[config.mk]
export PLATFORM = sky130hd
export DESIGN_NAME = uart_rx_fifo_core_flat
export DESIGN_NICKNAME = d
export VERILOG_FILES = /design/src/rtl/uart_rx_fifo_core_if.sv /design/src/rtl/uart_rx_fifo_core.sv /design/src/flat_wrapper.sv
export SDC_FILE = /design/constraint.sdc
export NUM_CORES = 1
export LEC_CHECK = 0
export ABC_AREA = 0
export CAP_MARGIN = 25
export CELL_PAD_IN_SITES_DETAIL_PLACEMENT = 1
export CELL_PAD_IN_SITES_GLOBAL_PLACEMENT = 1
export CORE_ASPECT_RATIO = 0.9
export CORE_UTILIZATION = 49
export CTS_CLUSTER_DIAMETER = 100
export CTS_CLUSTER_SIZE = 14
export DETAILED_ROUTE_END_ITERATION = 8
export GPL_TIMING_DRIVEN = 0
export PLACE_DENSITY_LB_ADDON = 0.2
export SLEW_MARGIN = 20
export SYNTH_ARGS = -nofsm -noshare
export SYNTH_HDL_FRONTEND = slang
export SYNTH_SLANG_ARGS = --single-unit
[constraint.sdc]
create_clock -name clk -period 4.9 [get_ports clk]
set_input_delay 0.98 -clock clk [delete_from_list [all_inputs] [get_ports clk]]
set_output_delay 0.98 -clock clk [all_outputs]
set_load 0.005 [all_outputs]
[src/rtl/uart_rx_fifo_core_if.sv]
// Bus bundle for uart_rx_fifo_core.
// Groups the register access port and the received-frame stream port.
//   master : register initiator and frame consumer (drives valid/wr/address/data, frame_ready)
//   slave  : the receiver core (drives ack/data_out*, frame/flags/frame_valid/fifo_count)
interface uart_rx_fifo_core_if #(
  parameter int DATA_MAX   = 9,
  parameter int FIFO_DEPTH = 8
) ();
  logic                          valid;
  logic                          wr;
  logic [3:0]                    address;
  logic [3:0]                    data;
  logic                          ack;
  logic                          data_out_valid;
  logic [3:0]                    data_out;
  logic [DATA_MAX-1:0]           frame;
  logic                          parity_err;
  logic                          framing_err;
  logic                          frame_valid;
  logic                          frame_ready;
  logic [$clog2(FIFO_DEPTH):0]   fifo_count;

  modport master (
    output valid, wr, address, data, frame_ready,
    input  ack, data_out_valid, data_out, frame, parity_err, framing_err,
           frame_valid, fifo_count
  );

  modport slave (
    input  valid, wr, address, data, frame_ready,
    output ack, data_out_valid, data_out, frame, parity_err, framing_err,
           frame_valid, fifo_count
  );
endinterface

[src/rtl/uart_rx_fifo_core.sv]
// UART receiver with register file, programmable 16x oversample divisor and
// a first-word-fall-through receive FIFO, all on a single clock.
// Ports:
//   clk  : system clock
//   rst  : synchronous active-high reset
//   Rx   : asynchronous serial input, idles high
//   bus  : register access (valid/wr/address/data -> ack/data_out_valid/data_out)
//          and frame stream (frame/parity_err/framing_err/frame_valid/fifo_count,
//          popped by frame_ready)
//
// state  | meaning
// IDLE   | waiting for falling edge on synchronised Rx, config shadows track live regs
// START  | confirm start bit at half-bit
// DATA   | sample frame_length data bits, LSB first
// PARITY | sample parity bit
// STOP   | sample one or two stop bits, push on the last one
module uart_rx_fifo_core #(
  parameter int DATA_MAX    = 9,
  parameter int FIFO_DEPTH  = 8,
  parameter int DIV_W       = 16,
  parameter int DEFAULT_DIV = 27
) (
  input  logic               clk,
  input  logic               rst,
  input  logic               Rx,
  uart_rx_fifo_core_if.slave bus
);
  localparam int         PW          = $clog2(FIFO_DEPTH);
  localparam int         CW          = PW + 1;
  localparam int         NIB         = DIV_W / 4;
  localparam int         EW          = DATA_MAX + 2;
  localparam logic [3:0] STATUS_ADDR = 4'(2 + NIB);
  localparam logic [3:0] LEN_MIN     = 4'd5;
  localparam logic [3:0] LEN_MAX     = 4'(DATA_MAX);

  typedef enum logic [2:0] {IDLE, START, DATA, PARITY, STOP} state_t;

  logic             parity_en, parity_type, stop_bits;
  logic [3:0]       frame_length;
  logic [DIV_W-1:0] divisor;
  logic             overflow;
  logic [CW-1:0]    count;
  logic             rx_busy, fifo_full, not_empty;
  logic [3:0]       rdata;
  logic             reg_wr, reg_rd, div_wr, status_rd;
  state_t           state;

  // ---------------- register file ----------------
  assign reg_wr    = bus.valid & bus.wr;
  assign reg_rd    = bus.valid & ~bus.wr;
  assign status_rd = reg_rd && (bus.address == STATUS_ADDR);
  assign div_wr    = reg_wr && (bus.address >= 4'd2) && (bus.address < STATUS_ADDR);

  always_comb begin
    rdata = 4'd0;
    if (bus.address == 4'd0) rdata = {1'b0, stop_bits, parity_type, parity_en};
    else if (bus.address == 4'd1) rdata = frame_length;
    else if (bus.address == STATUS_ADDR) rdata = {1'b0, fifo_full, rx_busy, overflow};
    else begin
      for (int k = 0; k < NIB; k++)
        if (bus.address == 4'(k + 2)) rdata = divisor[4*k +: 4];
    end
  end

  always_ff @(posedge clk) begin
    if (rst) begin
      bus.ack            <= 1'b0;
      bus.data_out_valid <= 1'b0;
      bus.data_out       <= 4'd0;
      parity_en          <= 1'b0;
      parity_type        <= 1'b0;
      stop_bits          <= 1'b0;
      frame_length       <= 4'd8;
      divisor            <= DIV_W'(DEFAULT_DIV);
    end else begin
      bus.ack            <= bus.valid;
      bus.data_out_valid <= reg_rd;
      bus.data_out       <= reg_rd ? rdata : 4'd0;
      if (reg_wr) begin
        if (bus.address == 4'd0) {stop_bits, parity_type, parity_en} <= bus.data[2:0];
        // short lengths are stored as the minimum so the readback shows the value in use
        if (bus.address == 4'd1) frame_length <= (bus.data < LEN_MIN) ? LEN_MIN : bus.data;
        for (int k = 0; k < NIB; k++)
          if (bus.address == 4'(k + 2)) divisor[4*k +: 4] <= bus.data;
      end
    end
  end

  // ---------------- synchroniser and oversample tick ----------------
  logic             rx_s1, rx_s2, rx_prev;
  logic [DIV_W-1:0] baud_cnt, sh_div, div_eff;
  logic             tick, start_det;

  assign div_eff   = (sh_div == '0) ? DIV_W'(1) : sh_div;
  // >= keeps the counter bounded if the divisor shrinks under it
  assign tick      = baud_cnt >= (div_eff - DIV_W'(1));
  assign start_det = (state == IDLE) && rx_prev && !rx_s2;

  always_ff @(posedge clk) begin
    if (rst) begin
      rx_s1    <= 1'b1;
      rx_s2    <= 1'b1;
      rx_prev  <= 1'b1;
      baud_cnt <= '0;
    end else begin
      rx_s1   <= Rx;
      rx_s2   <= rx_s1;
      rx_prev <= rx_s2;
      if (div_wr || start_det || tick) baud_cnt <= '0;
      else baud_cnt <= baud_cnt + DIV_W'(1);
    end
  end

  // ---------------- receive FSM ----------------
  logic [3:0]          sub_cnt, bit_idx, sh_len;
  logic [DATA_MAX-1:0] shift_q;
  logic                par_acc, perr, ferr, stop2_pending;
  logic                sh_par_en, sh_par_type, sh_stop2;
  logic                push;
  logic [EW-1:0]       push_entry;
  logic                mid;

  assign mid     = tick && (sub_cnt == 4'd15);
  assign rx_busy = (state != IDLE);

  always_ff @(posedge clk) begin
    if (rst) begin
      state         <= IDLE;
      sub_cnt       <= 4'd0;
      bit_idx       <= 4'd0;
      shift_q       <= '0;
      par_acc       <= 1'b0;
      perr          <= 1'b0;
      ferr          <= 1'b0;
      stop2_pending <= 1'b0;
      sh_par_en     <= 1'b0;
      sh_par_type   <= 1'b0;
      sh_stop2      <= 1'b0;
      sh_len        <= 4'd8;
      sh_div        <= DIV_W'(DEFAULT_DIV);
      push          <= 1'b0;
      push_entry    <= '0;
    end else begin
      push <= 1'b0;
      if (tick && state != IDLE) sub_cnt <= sub_cnt + 4'd1;
      case (state)
        IDLE: begin
          // shadows follow the live config so they hold it frozen once a frame starts
          sh_par_en   <= parity_en;
          sh_par_type <= parity_type;
          sh_stop2    <= stop_bits;
          sh_len      <= (frame_length > LEN_MAX) ? LEN_MAX : frame_length;
          sh_div      <= divisor;
          if (start_det) begin
            state   <= START;
            sub_cnt <= 4'd0;
            bit_idx <= 4'd0;
            shift_q <= '0;
            par_acc <= 1'b0;
            perr    <= 1'b0;
            ferr    <= 1'b0;
          end
        end
        START: begin
          if (tick && sub_cnt == 4'd7) begin
            sub_cnt <= 4'd0;
            state   <= rx_s2 ? IDLE : DATA;
          end
        end
        DATA: begin
          if (mid) begin
            sub_cnt          <= 4'd0;
            shift_q[bit_idx] <= rx_s2;
            par_acc          <= par_acc ^ rx_s2;
            bit_idx          <= bit_idx + 4'd1;
            stop2_pending    <= sh_stop2;
            if (bit_idx == sh_len - 4'd1) state <= sh_par_en ? PARITY : STOP;
          end
        end
        PARITY: begin
          if (mid) begin
            sub_cnt <= 4'd0;
            perr    <= (par_acc ^ rx_s2) != sh_par_type;
            state   <= STOP;
          end
        end
        STOP: begin
          if (mid) begin
            sub_cnt <= 4'd0;
            if (!rx_s2) ferr <= 1'b1;
            if (stop2_pending) stop2_pending <= 1'b0;
            else begin
              push       <= 1'b1;
              push_entry <= {ferr | ~rx_s2, perr, shift_q};
              state      <= IDLE;
            end
          end
        end
        default: state <= IDLE;
      endcase
    end
  end

  // ---------------- receive FIFO ----------------
  logic [EW-1:0] mem [FIFO_DEPTH];
  logic [PW-1:0] wr_ptr, rd_ptr;
  logic          pop, wr_en;

  assign not_empty = (count != '0);
  assign fifo_full = (count == CW'(FIFO_DEPTH));
  assign pop       = not_empty && bus.frame_ready;
  // a pop in the same cycle frees the slot, so a full FIFO still accepts
  assign wr_en     = push && (!fifo_full || pop);

  always_ff @(posedge clk) begin
    if (wr_en) mem[wr_ptr] <= push_entry;
  end

  always_ff @(posedge clk) begin
    if (rst) begin
      wr_ptr   <= '0;
      rd_ptr   <= '0;
      count    <= '0;
      overflow <= 1'b0;
    end else begin
      if (wr_en) wr_ptr <= wr_ptr + PW'(1);
      if (pop) rd_ptr <= rd_ptr + PW'(1);
      if (wr_en && !pop) count <= count + CW'(1);
      else if (pop && !wr_en) count <= count - CW'(1);
      if (push && fifo_full && !pop) overflow <= 1'b1;
      else if (status_rd) overflow <= 1'b0;
    end
  end

  assign bus.frame_valid = not_empty;
  assign bus.fifo_count  = count;
  assign {bus.framing_err, bus.parity_err, bus.frame} = not_empty ? mem[rd_ptr] : '0;
endmodule

[src/flat_wrapper.sv]
// flat-port wrapper written by rule: the top's interface ports become plain ports
module uart_rx_fifo_core_flat 
#(
  parameter int DATA_MAX    = 9,
  parameter int FIFO_DEPTH  = 8,
  parameter int DIV_W       = 16,
  parameter int DEFAULT_DIV = 27
)
  (clk, rst, Rx, bus_valid, bus_wr, bus_address, bus_data, bus_frame_ready, bus_ack, bus_data_out_valid, bus_data_out, bus_frame, bus_parity_err, bus_framing_err, bus_frame_valid, bus_fifo_count);
  uart_rx_fifo_core_if #(.DATA_MAX(DATA_MAX), .FIFO_DEPTH(FIFO_DEPTH)) bus_i ();
  input  logic clk;
  input  logic rst;
  input  logic Rx;
  input wire logic [$bits(bus_i.valid)-1:0] bus_valid;
  input wire logic [$bits(bus_i.wr)-1:0] bus_wr;
  input wire logic [$bits(bus_i.address)-1:0] bus_address;
  input wire logic [$bits(bus_i.data)-1:0] bus_data;
  input wire logic [$bits(bus_i.frame_ready)-1:0] bus_frame_ready;
  output wire logic [$bits(bus_i.ack)-1:0] bus_ack;
  output wire logic [$bits(bus_i.data_out_valid)-1:0] bus_data_out_valid;
  output wire logic [$bits(bus_i.data_out)-1:0] bus_data_out;
  output wire logic [$bits(bus_i.frame)-1:0] bus_frame;
  output wire logic [$bits(bus_i.parity_err)-1:0] bus_parity_err;
  output wire logic [$bits(bus_i.framing_err)-1:0] bus_framing_err;
  output wire logic [$bits(bus_i.frame_valid)-1:0] bus_frame_valid;
  output wire logic [$bits(bus_i.fifo_count)-1:0] bus_fifo_count;
  assign bus_i.valid = bus_valid;
  assign bus_i.wr = bus_wr;
  assign bus_i.address = bus_address;
  assign bus_i.data = bus_data;
  assign bus_i.frame_ready = bus_frame_ready;
  assign bus_ack = bus_i.ack;
  assign bus_data_out_valid = bus_i.data_out_valid;
  assign bus_data_out = bus_i.data_out;
  assign bus_frame = bus_i.frame;
  assign bus_parity_err = bus_i.parity_err;
  assign bus_framing_err = bus_i.framing_err;
  assign bus_frame_valid = bus_i.frame_valid;
  assign bus_fifo_count = bus_i.fifo_count;
  uart_rx_fifo_core #(.DATA_MAX(DATA_MAX), .FIFO_DEPTH(FIFO_DEPTH), .DIV_W(DIV_W), .DEFAULT_DIV(DEFAULT_DIV)) u_core (.clk(clk), .rst(rst), .Rx(Rx), .bus(bus_i));
endmodule
==> results of run 1 <==
-- kinds of logic after synthesis --
kind of cell	share of synthesized area
muxes	0.0898
DFF	0.531
xor gates and xnor gates	0.0358
adders and majority gates	0.0401
buffers and inverters	0.0319
AOI/OAI and AO/OA	0.0998
and+or+nand+nor	0.172
-- registers in the layout, summed over array words and instances, names as in the netlist, 4 cells and up, named ones only --
signal / flops
u_core.baud_cnt: 16
u_core.mem: 88
u_core.frame_length: 4
u_core.push_entry: 11
u_core.bus.fifo_count: 4
u_core.sub_cnt: 4
u_core.bus.data_out: 4
u_core.sh_len: 4
u_core.sh_div: 16
u_core.bit_idx: 4
u_core.shift_q: 9
u_core.divisor: 16
-- worst paths after layout --
kind | startpoint | end
hold reg to reg | u_core.rx_s1 | u_core.rx_s2
setup reg to reg | u_core.sh_div[9] | u_core.shift_q[1]
setup / recovery | u_core.sh_div[9] | u_core.shift_q[1]
hold / removal | u_core.rx_s1 | u_core.rx_s2
-- Yosys cell counts, types with 12 or more instances --
cell type and instances:
xnor2_1 19, mux2i_1 35, mux4_2 22, nand2_1 102
inv_1 24, o21ai_0 26, nor2_1 99, nand3b_1 13
clkbuf_1 31, ha_1 29, dfxtp_1 121, nor3_1 16
xor2_1 20, a21oi_1 57, edfxtp_1 88, a21o_1 12
nand3_1 25
-- what timing repair did --
action | in CTS | in global routing
gates resized for setup | 3 | 3
cloned | 0 | 0
pin swaps | 0 | 0
setup endpoints to repair | 20 | 16
-- stage by stage --
step                setup slack (ns)  instances  instance area (um2)  TNS (ns)
finish                         0.299       1200                10800         0
global route                  0.0420       1200                10800         0
CTS                           0.0646       1200                10800         0
detailed placement            -0.106       1170                10200     -1.24
global placement              0.0843       1165                10200         0
floorplan                      0.937        884                 9540         0
-- layout make-up --
class,count,area [um2]
Buffer,43,214
Clock buffer,30,517
Fill cell,2059,8310
Inverter,24,90.1
Multi-Input combinational cell,608,4230
Sequential cell,209,5060
Tap cell,250,313
Timing Repair Buffer,36,360
-- metal layers --
layer,GRT usage,part of all wire,wire (um)
met2,0.426,0.48,12300
met3,0.0241,0.040,1040
met1,0.369,0.46,11800
met5,0,0,0
met4,0.0720,0.025,631
-- power groups by stage --
stage	combinational [uW]	clock, uW	sequential [uW]
2_1_floorplan	319	0	1890
3_3_place_gp	525	0	1900
3_5_place_dp	544	0	1900
4_1_cts	543	1360	1860
5_1_grt	586	1410	1860
6_report	535	1340	1860
==> results.txt, run 1 <==
Die X - 149 um
crit-path leading delay family - simple AND/OR/NAND/NOR gates
P_leak - 0.00386 uW
Hold Path Depth - 1
number of cell rows - 48
area leader, netlist - edfxtp_1
DPL Wire Length - 19100 um
RD Place Congestion - 0.841
Final min period - 4.60 ns
Worst path depth - 16
GRT overflow - 0
Max VDD drop - 0.195 mV
RSZ-0062 raised after global routing - false
layout cells sized above 1 - 0.0968
I/O Buffers - 31
post-synth design cell area - 0.00954 mm2
instance count of the mapped netlist - 884
CTS H-tree depth - 1
Vias/cell - 5.94
CP endpoint kind - flop
most common cell after layout, fill and taps aside - dfxtp_1
Hold Vio Cnt, Final - 0
Synth top area share - 0.277
DRC Markers - 0
Netlist cell types - 73
ant diodes - 0
most frequent cells in the layout - dfxtp_1 (121), nand2_1 (102), nor2_1 (95), edfxtp_1 (88), a21oi_1 (57)
asr flop ratio synth - 0
CORE AREA - 0.0191 mm2
antenna violations before repair - 0
Net Sw Frac - 0.246
crit path DAT - 5.04 ns
Reg2Reg Setup Slack - 0.30 ns
Layout Nets - 984
slowest CP cell - or4_1
Reg power frac - 0.498
CTS buffer count - 18
first-pass GRT wire length - 39700 um
r2r worst-path depth - 16
vias in the first global route - 7150
GRT Util Overall - 0.260
clk root buf - clkbuf_16
Worst Tran Pin Value - 1.08 ns
relative slew slack - 0.279
Syn. warnings - 0
Clock Latency Late Sink - 0.50 ns
Worst Skew - 0.0145 ns
WS Path Type - reg2reg
pin count of the biggest net entering global routing - 16
Avg Cell Area, Syn - 10.8 um2
Die Ht - 134 um
Hold Slack - 0.421 ns
EDFF count, synth - 88
Hold Path Class - reg2reg
max-cap violation count - 0
post-CTS setup buffer count - 0
Gate power share - 0.143
DRT iter0 DRCs - 382
Die Footprint - 0.0200 mm2
Power Total - 3730 uW
Max Fclk - 217 MHz
Synth area leaders - edfxtp_1 (28%), dfxtp_1 (25%), mux4_2 (5.2%)
ANT nets after route - 0
Clock transition at path regs - 0.07 ns
Max stage delay on crit path - 0.61 ns
Final setup viols - 0
WP data required - 5.34 ns
Initial Utilization - 0.499
crit share post-route - 0.939
DRT Wirelength - 25700 um
# IOs - 36
Wirelength per Cell - 21.4 um
Initial DRT Pass Iterations - 5
Sink Count - 209
critical path peak fanout - 10
Seq/Total Area, Yosys - 0.531
Area Overhead vs Synth - 13.1%
Clock power frac - 0.359
hold buffers post-CTS - 0
DR vias - 7127
Net Switching - 919 uW
crit-path cells - or4_1 -> nor3_2 -> nor4bb_4 -> a21oi_1 -> ha_1 -> nand3_1 -> nor3_1 -> xnor2_1 -> ha_1 -> nand4_2 -> or3_4 -> a311oi_2 -> nor3_2 -> buf_6 -> nor4_4 -> a21o_1
CP Buf/Inv Count - 1
Pint - 2810 uW
status - finished, final reports clean
Finished Core Util - 0.565
Pwr Density - 346 mW/mm2
Syn Nets - 928
clk buf depth - 3
CTS tree - yes
Main synth FF type - dfxtp_1
fin. max-slew vios - 0
Worst setup SP type - flop
Synth Register Bits - 209
Note: power is estimated with default switching activity, not from simulation.
==> run 2: changes to the inputs <==
MAX_ROUTING_LAYER = met4   (was default)
==> run 2 against run 1 <==
Net effect:
- worst setup slack lost 0.0021 ns
- register-to-register slack is essentially flat
- sequential share of layout area is the same
- critical endpoint is now u_core.baud_cnt[10]
- sequential cell count is the same
- via count shrank 0.28%
- first-iteration DRC count grew 21%
- die area is the same
- clock power is essentially flat
- largest cell class unchanged
==> results.txt, run 2 (same netlist as run 1, synthesis figures left out) <==
status - finished, final reports clean (unchanged)
Pwr Density - 346 mW/mm2 (about the same)
CTS resizes - 3 (unchanged)
Clock transition at path regs - 0.07 ns (about the same)
max FFs per register - 88 (unchanged)
most common cell after layout, fill and taps aside - dfxtp_1 (unchanged)
r2r worst-path depth - 17 (was 16)
Power Total - 3730 uW (about the same)
antenna violations before repair - 0 (unchanged)
post-CTS setup buffer count - 0 (unchanged)
relative slew slack - 0.295 (was 0.279)
WP data required - 5.28 ns (was 5.34 ns)
Die X - 149 um (unchanged)
ANT nets after route - 0 (unchanged)
# IOs - 36 (unchanged)
Die Footprint - 0.0200 mm2 (unchanged)
Hold Path Depth - 1 (unchanged)
I/O Buffers - 31 (unchanged)
DRT Wirelength - 25700 um (about the same)
Die Ht - 134 um (unchanged)
CORE AREA - 0.0191 mm2 (unchanged)
GRT Util Overall - 0.269 (was 0.260)
Clock Latency Late Sink - 0.50 ns (about the same)
critical path peak fanout - 10 (unchanged)
DRC Markers - 0 (unchanged)
crit share post-route - 0.939 (about the same)
Hold Path Class - reg2reg (unchanged)
P_leak - 0.00386 uW (unchanged)
Final min period - 4.60 ns (about the same)
CTS H-tree depth - 1 (unchanged)
WS Path Type - reg2reg (unchanged)
Worst Skew - 0.0156 ns (was 0.0145 ns)
Worst setup SP type - flop (unchanged)
Initial DRT Pass Iterations - 5 (unchanged)
fin. max-slew vios - 0 (unchanged)
vias in the first global route - 7146 (was 7150)
clk buf depth - 3 (unchanged)
most frequent cells in the layout - dfxtp_1 (121), nand2_1 (102), nor2_1 (95), edfxtp_1 (88), a21oi_1 (57) (unchanged)
DR vias - 7107 (was 7127)
RSZ-0062 raised after global routing - false (unchanged)
Max Fclk - 217 MHz (about the same)
Layout Nets - 984 (unchanged)
Biggest register - u_core.mem (unchanged)
Wirelength per Cell - 21.4 um (about the same)
ant diodes - 0 (unchanged)
CTS buffer count - 18 (unchanged)
number of cell rows - 48 (unchanged)
Worst Tran Pin Value - 1.05 ns (was 1.08 ns)
Hold Vio Cnt, Final - 0 (unchanged)
clk root buf - clkbuf_16 (unchanged)
GRT overflow - 0 (unchanged)
RD Place Congestion - 0.854 (was 0.841)
Max VDD drop - 0.194 mV (was 0.195 mV)
crit path DAT - 4.98 ns (was 5.04 ns)
CP endpoint kind - flop (unchanged)
Fillers - 2059 (unchanged)
Area Overhead vs Synth - 13.1% (unchanged)
Hold Slack - 0.422 ns (was 0.421 ns)
footprint of the multi-input gates - 0.00423 mm2 (unchanged)
first-pass GRT wire length - 39800 um (was 39700 um)
register area - 0.00506 mm2 (unchanged)
pin count of the biggest net entering global routing - 16 (unchanged)
layout cells sized above 1 - 0.0968 (unchanged)
Final setup viols - 0 (unchanged)
DPL Wire Length - 19100 um (unchanged)
CTS tree - yes (unchanged)
Initial Utilization - 0.499 (unchanged)
DRT iter0 DRCs - 462 (was 382)
Sink Count - 209 (unchanged)
max-cap violation count - 0 (unchanged)
Vias/cell - 5.92 (was 5.94)
hold buffers post-CTS - 0 (unchanged)
==> run 2: cell counts in the layout (fill, tap and decap cells not counted) <==
Identical to the previous run, type by type.
==> run 2: metrics by stage <==
stage	setup WS, ns	utilization	setup TNS (ns)	cell area, um2	cells
floorplan	0.937	-	0	9540	884
global placement	0.0843	0.532	0	10200	1165
detailed placement	-0.106	0.536	-1.24	10200	1170
CTS	0.0646	0.564	0	10800	1200
global route	0.0420	0.565	0	10800	1200
finish	0.297	0.565	0	10800	1200
==> run 2: report_power, final <==
| group | leakage (uW) | total [uW] | switching (uW) | internal [uW] |
|---|---|---|---|---|
| clock | 0.000247 | 1340 | 619 | 718 |
| sequential | 0.00179 | 1860 | 34.1 | 1820 |
| combinational | 0.00182 | 537 | 266 | 271 |
==> run 2: area by class of cell <==
cell class              instances  share of cell area
flip-flops and latches        209               0.469
multi-input cells             608               0.392
clock buffers                  30              0.0479
repair buffers                 36              0.0334
well taps                     250              0.0290
plain buffers                  43              0.0198
inverters                      24             0.00835
==> run 2: metal layers <==
metal	part of all wire	vias up	GRT usage
met1	0.46	3592	0.369
li1	-	3304	-
met5	0	-	-
met4	0.024	0	0.0720
met3	0.036	42	0.0241
met2	0.48	169	0.426
==> run 2: path summary, 6_finish.rpt <==
| path | from | to | slack (ns) |
|---|---|---|---|
| setup / recovery | u_core.sh_div[9] | u_core.baud_cnt[10] | 0.30 |
| hold / removal | u_core.rx_s1 | u_core.rx_s2 | 0.42 |
| setup reg to reg | u_core.sh_div[9] | u_core.baud_cnt[10] | 0.30 |
| hold reg to reg | u_core.rx_s1 | u_core.rx_s2 | 0.42 |
==> run 2: worst max-delay path, cell delays in order, from the launching register on <==
cell	delay, ns
dfxtp_1	0.37
or4_1	0.61
nor3_2	0.20
nor4bb_4	0.29
a21oi_1	0.14
ha_1	0.26
nand3_1	0.16
nor3_1	0.09
xnor2_1	0.19
ha_1	0.34
nand4_2	0.12
or3_4	0.42
a311oi_2	0.36
nor3_2	0.18
o311ai_2	0.20
buf_2	0.24
buf_2	0.24
nor2_1	0.07
==> run 3: changes to the inputs <==
clock period = 4.6 ns   (was 4.9 ns; I/O delays follow)
==> run 3 against run 2 <==
Net effect:
- sequential power is 6% higher
- register-to-register slack worse by 0.099 ns
- sequential cell count stayed put
- critical path depth stayed put
- utilization is 0.41 points higher
- combinational power is 7.4% higher
- first-iteration DRC count is 23% lower
- wire length is 0.61% higher
- global-route usage is 0.090 points higher
- highest routed layer unchanged
- critical endpoint unchanged
==> results.txt, run 3 (same netlist as run 1, synthesis figures left out) <==
status - finished, final reports clean (unchanged)
Max Fclk - 227 MHz (was 217 MHz)
Clock Latency Late Sink - 0.50 ns (about the same)
slowest CP cell - or4_4 (was or4_1)
Top cell by count, worst path - nor3_4
Biggest register - u_core.mem (unchanged)
Area Overhead vs Synth - 13.9% (was 13.1%)
Final setup viols - 0 (unchanged)
CP Buf/Inv Count - 2 (unchanged)
Reg power frac - 0.497 (was 0.498)
Placement Setup Slack - -0.406 ns (was -0.106 ns)
PnR worst setup slack - 0.198 ns (was 0.297 ns)
pin count of the biggest net entering global routing - 16 (unchanged)
ANT nets after route - 0 (unchanged)
most frequent cells in the layout - dfxtp_1 (121), nand2_1 (102), nor2_1 (95), edfxtp_1 (88), a21oi_1 (57) (unchanged)
Worst setup SP type - flop (unchanged)
Area after DPL - 0.0102 mm2 (unchanged)
first-pass GRT wire length - 39900 um (was 39800 um)
DR vias - 7125 (was 7107)
GRT Util Overall - 0.269 (about the same)
ant diodes - 0 (unchanged)
Hold Vio Cnt, Final - 0 (unchanged)
crit share post-route - 0.957 (was 0.939)
Initial DRT Pass Iterations - 6 (was 5)
Net Sw Frac - 0.247 (was 0.246)
relative slew slack - 0.285 (was 0.295)
Max stage delay on crit path - 0.59 ns (was 0.61 ns)
Gate power share - 0.145 (was 0.144)
hold buffers post-CTS - 0 (unchanged)
layout cells sized above 1 - 0.104 (was 0.0968)
max FFs per register - 88 (unchanged)
P_leak - 0.00390 uW (was 0.00386 uW)
Layout Nets - 987 (was 984)
CTS buffer count - 18 (unchanged)
max-cap violation count - 0 (unchanged)
WS Path Type - reg2reg (unchanged)
crit path DAT - 4.79 ns (was 4.98 ns)
CORE AREA - 0.0191 mm2 (unchanged)
dpl cells - 1170 (unchanged)
Worst Tran Pin Value - 1.07 ns (was 1.05 ns)
Initial Utilization - 0.499 (unchanged)
vias in the first global route - 7172 (was 7146)
I/O Buffers - 31 (unchanged)
antenna violations before repair - 0 (unchanged)
# IOs - 36 (unchanged)
Die Footprint - 0.0200 mm2 (unchanged)
Die X - 149 um (unchanged)
Wirelength per Cell - 21.5 um (was 21.4 um)
Die Ht - 134 um (unchanged)
Final min period - 4.40 ns (was 4.60 ns)
GRT overflow - 0 (unchanged)
clk root buf - clkbuf_16 (unchanged)
DRC Markers - 0 (unchanged)
Pwr Density - 366 mW/mm2 (was 346 mW/mm2)
Hold Path Class - reg2reg (unchanged)
DRT iter0 DRCs - 357 (was 462)
fin. max-slew vios - 0 (unchanged)
Power Total - 3980 uW (was 3730 uW)
Clock power frac - 0.358 (about the same)
RD Place Congestion - 0.854 (unchanged)
Clock transition at path regs - 0.07 ns (about the same)
Worst Skew - 0.0137 ns (was 0.0156 ns)
CTS H-tree depth - 1 (unchanged)
Non-Filler Instances - 1203 (was 1200)
Pint - 3000 uW (was 2810 uW)
Finished Core Util - 0.569 (was 0.565)
Vias/cell - 5.92 (about the same)
DPL Wire Length - 19100 um (unchanged)
CTS tree - yes (unchanged)
most common cell after layout, fill and taps aside - dfxtp_1 (unchanged)
Reg2Reg Setup Slack - 0.20 ns (was 0.30 ns)
CP endpoint kind - flop (unchanged)
Sink Count - 209 (unchanged)
crit-path cells - or4_4 -> nor3_4 -> nor4bb_4 -> a21oi_1 -> ha_2 -> nand3_2 -> nor3_1 -> xnor2_1 -> ha_1 -> nand4_2 -> or3_4 -> a311oi_4 -> nor3_4 -> o311ai_2 -> buf_2 -> clkbuf_4 -> nor2_1 (was or4_1 -> nor3_2 -> nor4bb_4 -> a21oi_1 -> ha_1 -> nand3_1 -> nor3_1 -> xnor2_1 -> ha_1 -> nand4_2 -> or3_4 -> a311oi_2 -> nor3_2 -> o311ai_2 -> buf_2 -> buf_2 -> nor2_1)
Max VDD drop - 0.207 mV (was 0.194 mV)
crit-path leading delay family - simple AND/OR/NAND/NOR gates (unchanged)
Fillers - 2052 (was 2059)
Net Switching - 982 uW (was 919 uW)
DRT Wirelength - 25900 um (was 25700 um)
WP data required - 4.99 ns (was 5.28 ns)
number of cell rows - 48 (unchanged)
clk buf depth - 3 (unchanged)
critical path peak fanout - 10 (unchanged)
design area - 0.0109 mm2 (was 0.0108 mm2)
==> run 3: stage by stage <==
stage | hold WS, ns | TNS [ns]
after floorplan | 0.389 | 0
after detailed placement | 0.413 | -11.54
after CTS | 0.434 | 0
after global placement | 0.406 | -4.30
final | 0.422 | 0
after global routing | 0.436 | -0.0830
==> run 3: worst register-to-register path, cell delays in order, from the launching register on <==
cell      delay, ns
dfxtp_1        0.37
or4_4          0.59
nor3_4         0.16
nor4bb_4       0.26
a21oi_1        0.14
ha_2           0.23
nand3_2        0.10
nor3_1         0.07
xnor2_1        0.34
ha_1           0.22
nand4_2        0.14
or3_4          0.45
a311oi_4       0.40
nor3_4         0.13
o311ai_2       0.19
buf_2          0.23
clkbuf_4       0.21
nor2_1         0.06
==> run 3: final cells by class <==
class	count	area, um2	share of cell area
clock buffers	30	517	0.0476
inverters	24	90.1	0.00829
well taps	250	313	0.0288
plain buffers	43	219	0.0202
repair buffers	39	383	0.0352
flip-flops and latches	209	5060	0.466
multi-input cells	608	4280	0.394
==> run 3: metal layers <==
layer / share of wire / global-route usage / vias up
met1: 0.47 / 0.370 / 3619
met5: 0 / - / -
met4: 0.025 / 0.0720 / 0
li1: - / - / 3312
met3: 0.033 / 0.0241 / 44
met2: 0.48 / 0.428 / 150
==> run 3: power groups by stage <==
stage                     sequential (uW)  clock (uW)  combinational (uW)
after floorplan                      2010           0                 339
after global placement               2020           0                 559
after detailed placement             2020           0                 579
after CTS                            1980        1450                 580
after global routing                 1980        1500                 629
final                                1980        1430                 577
==> run 3: repair_timing <==
item,CTS,global route
pin swaps,0,3
gates resized for setup,9,7
buffers inserted,0,3
cloned,0,0
endpoints found under the hold margin,0,0
endpoints found under the setup margin,48,40
==> run 3: final timing paths <==
path | start | to | cells past startpoint
hold / removal | u_core.rx_s1 | u_core.rx_s2 | 1
setup / recovery | u_core.sh_div[9] | u_core.baud_cnt[10] | 17
hold reg to reg | u_core.rx_s1 | u_core.rx_s2 | 1
setup reg to reg | u_core.sh_div[9] | u_core.baud_cnt[10] | 17
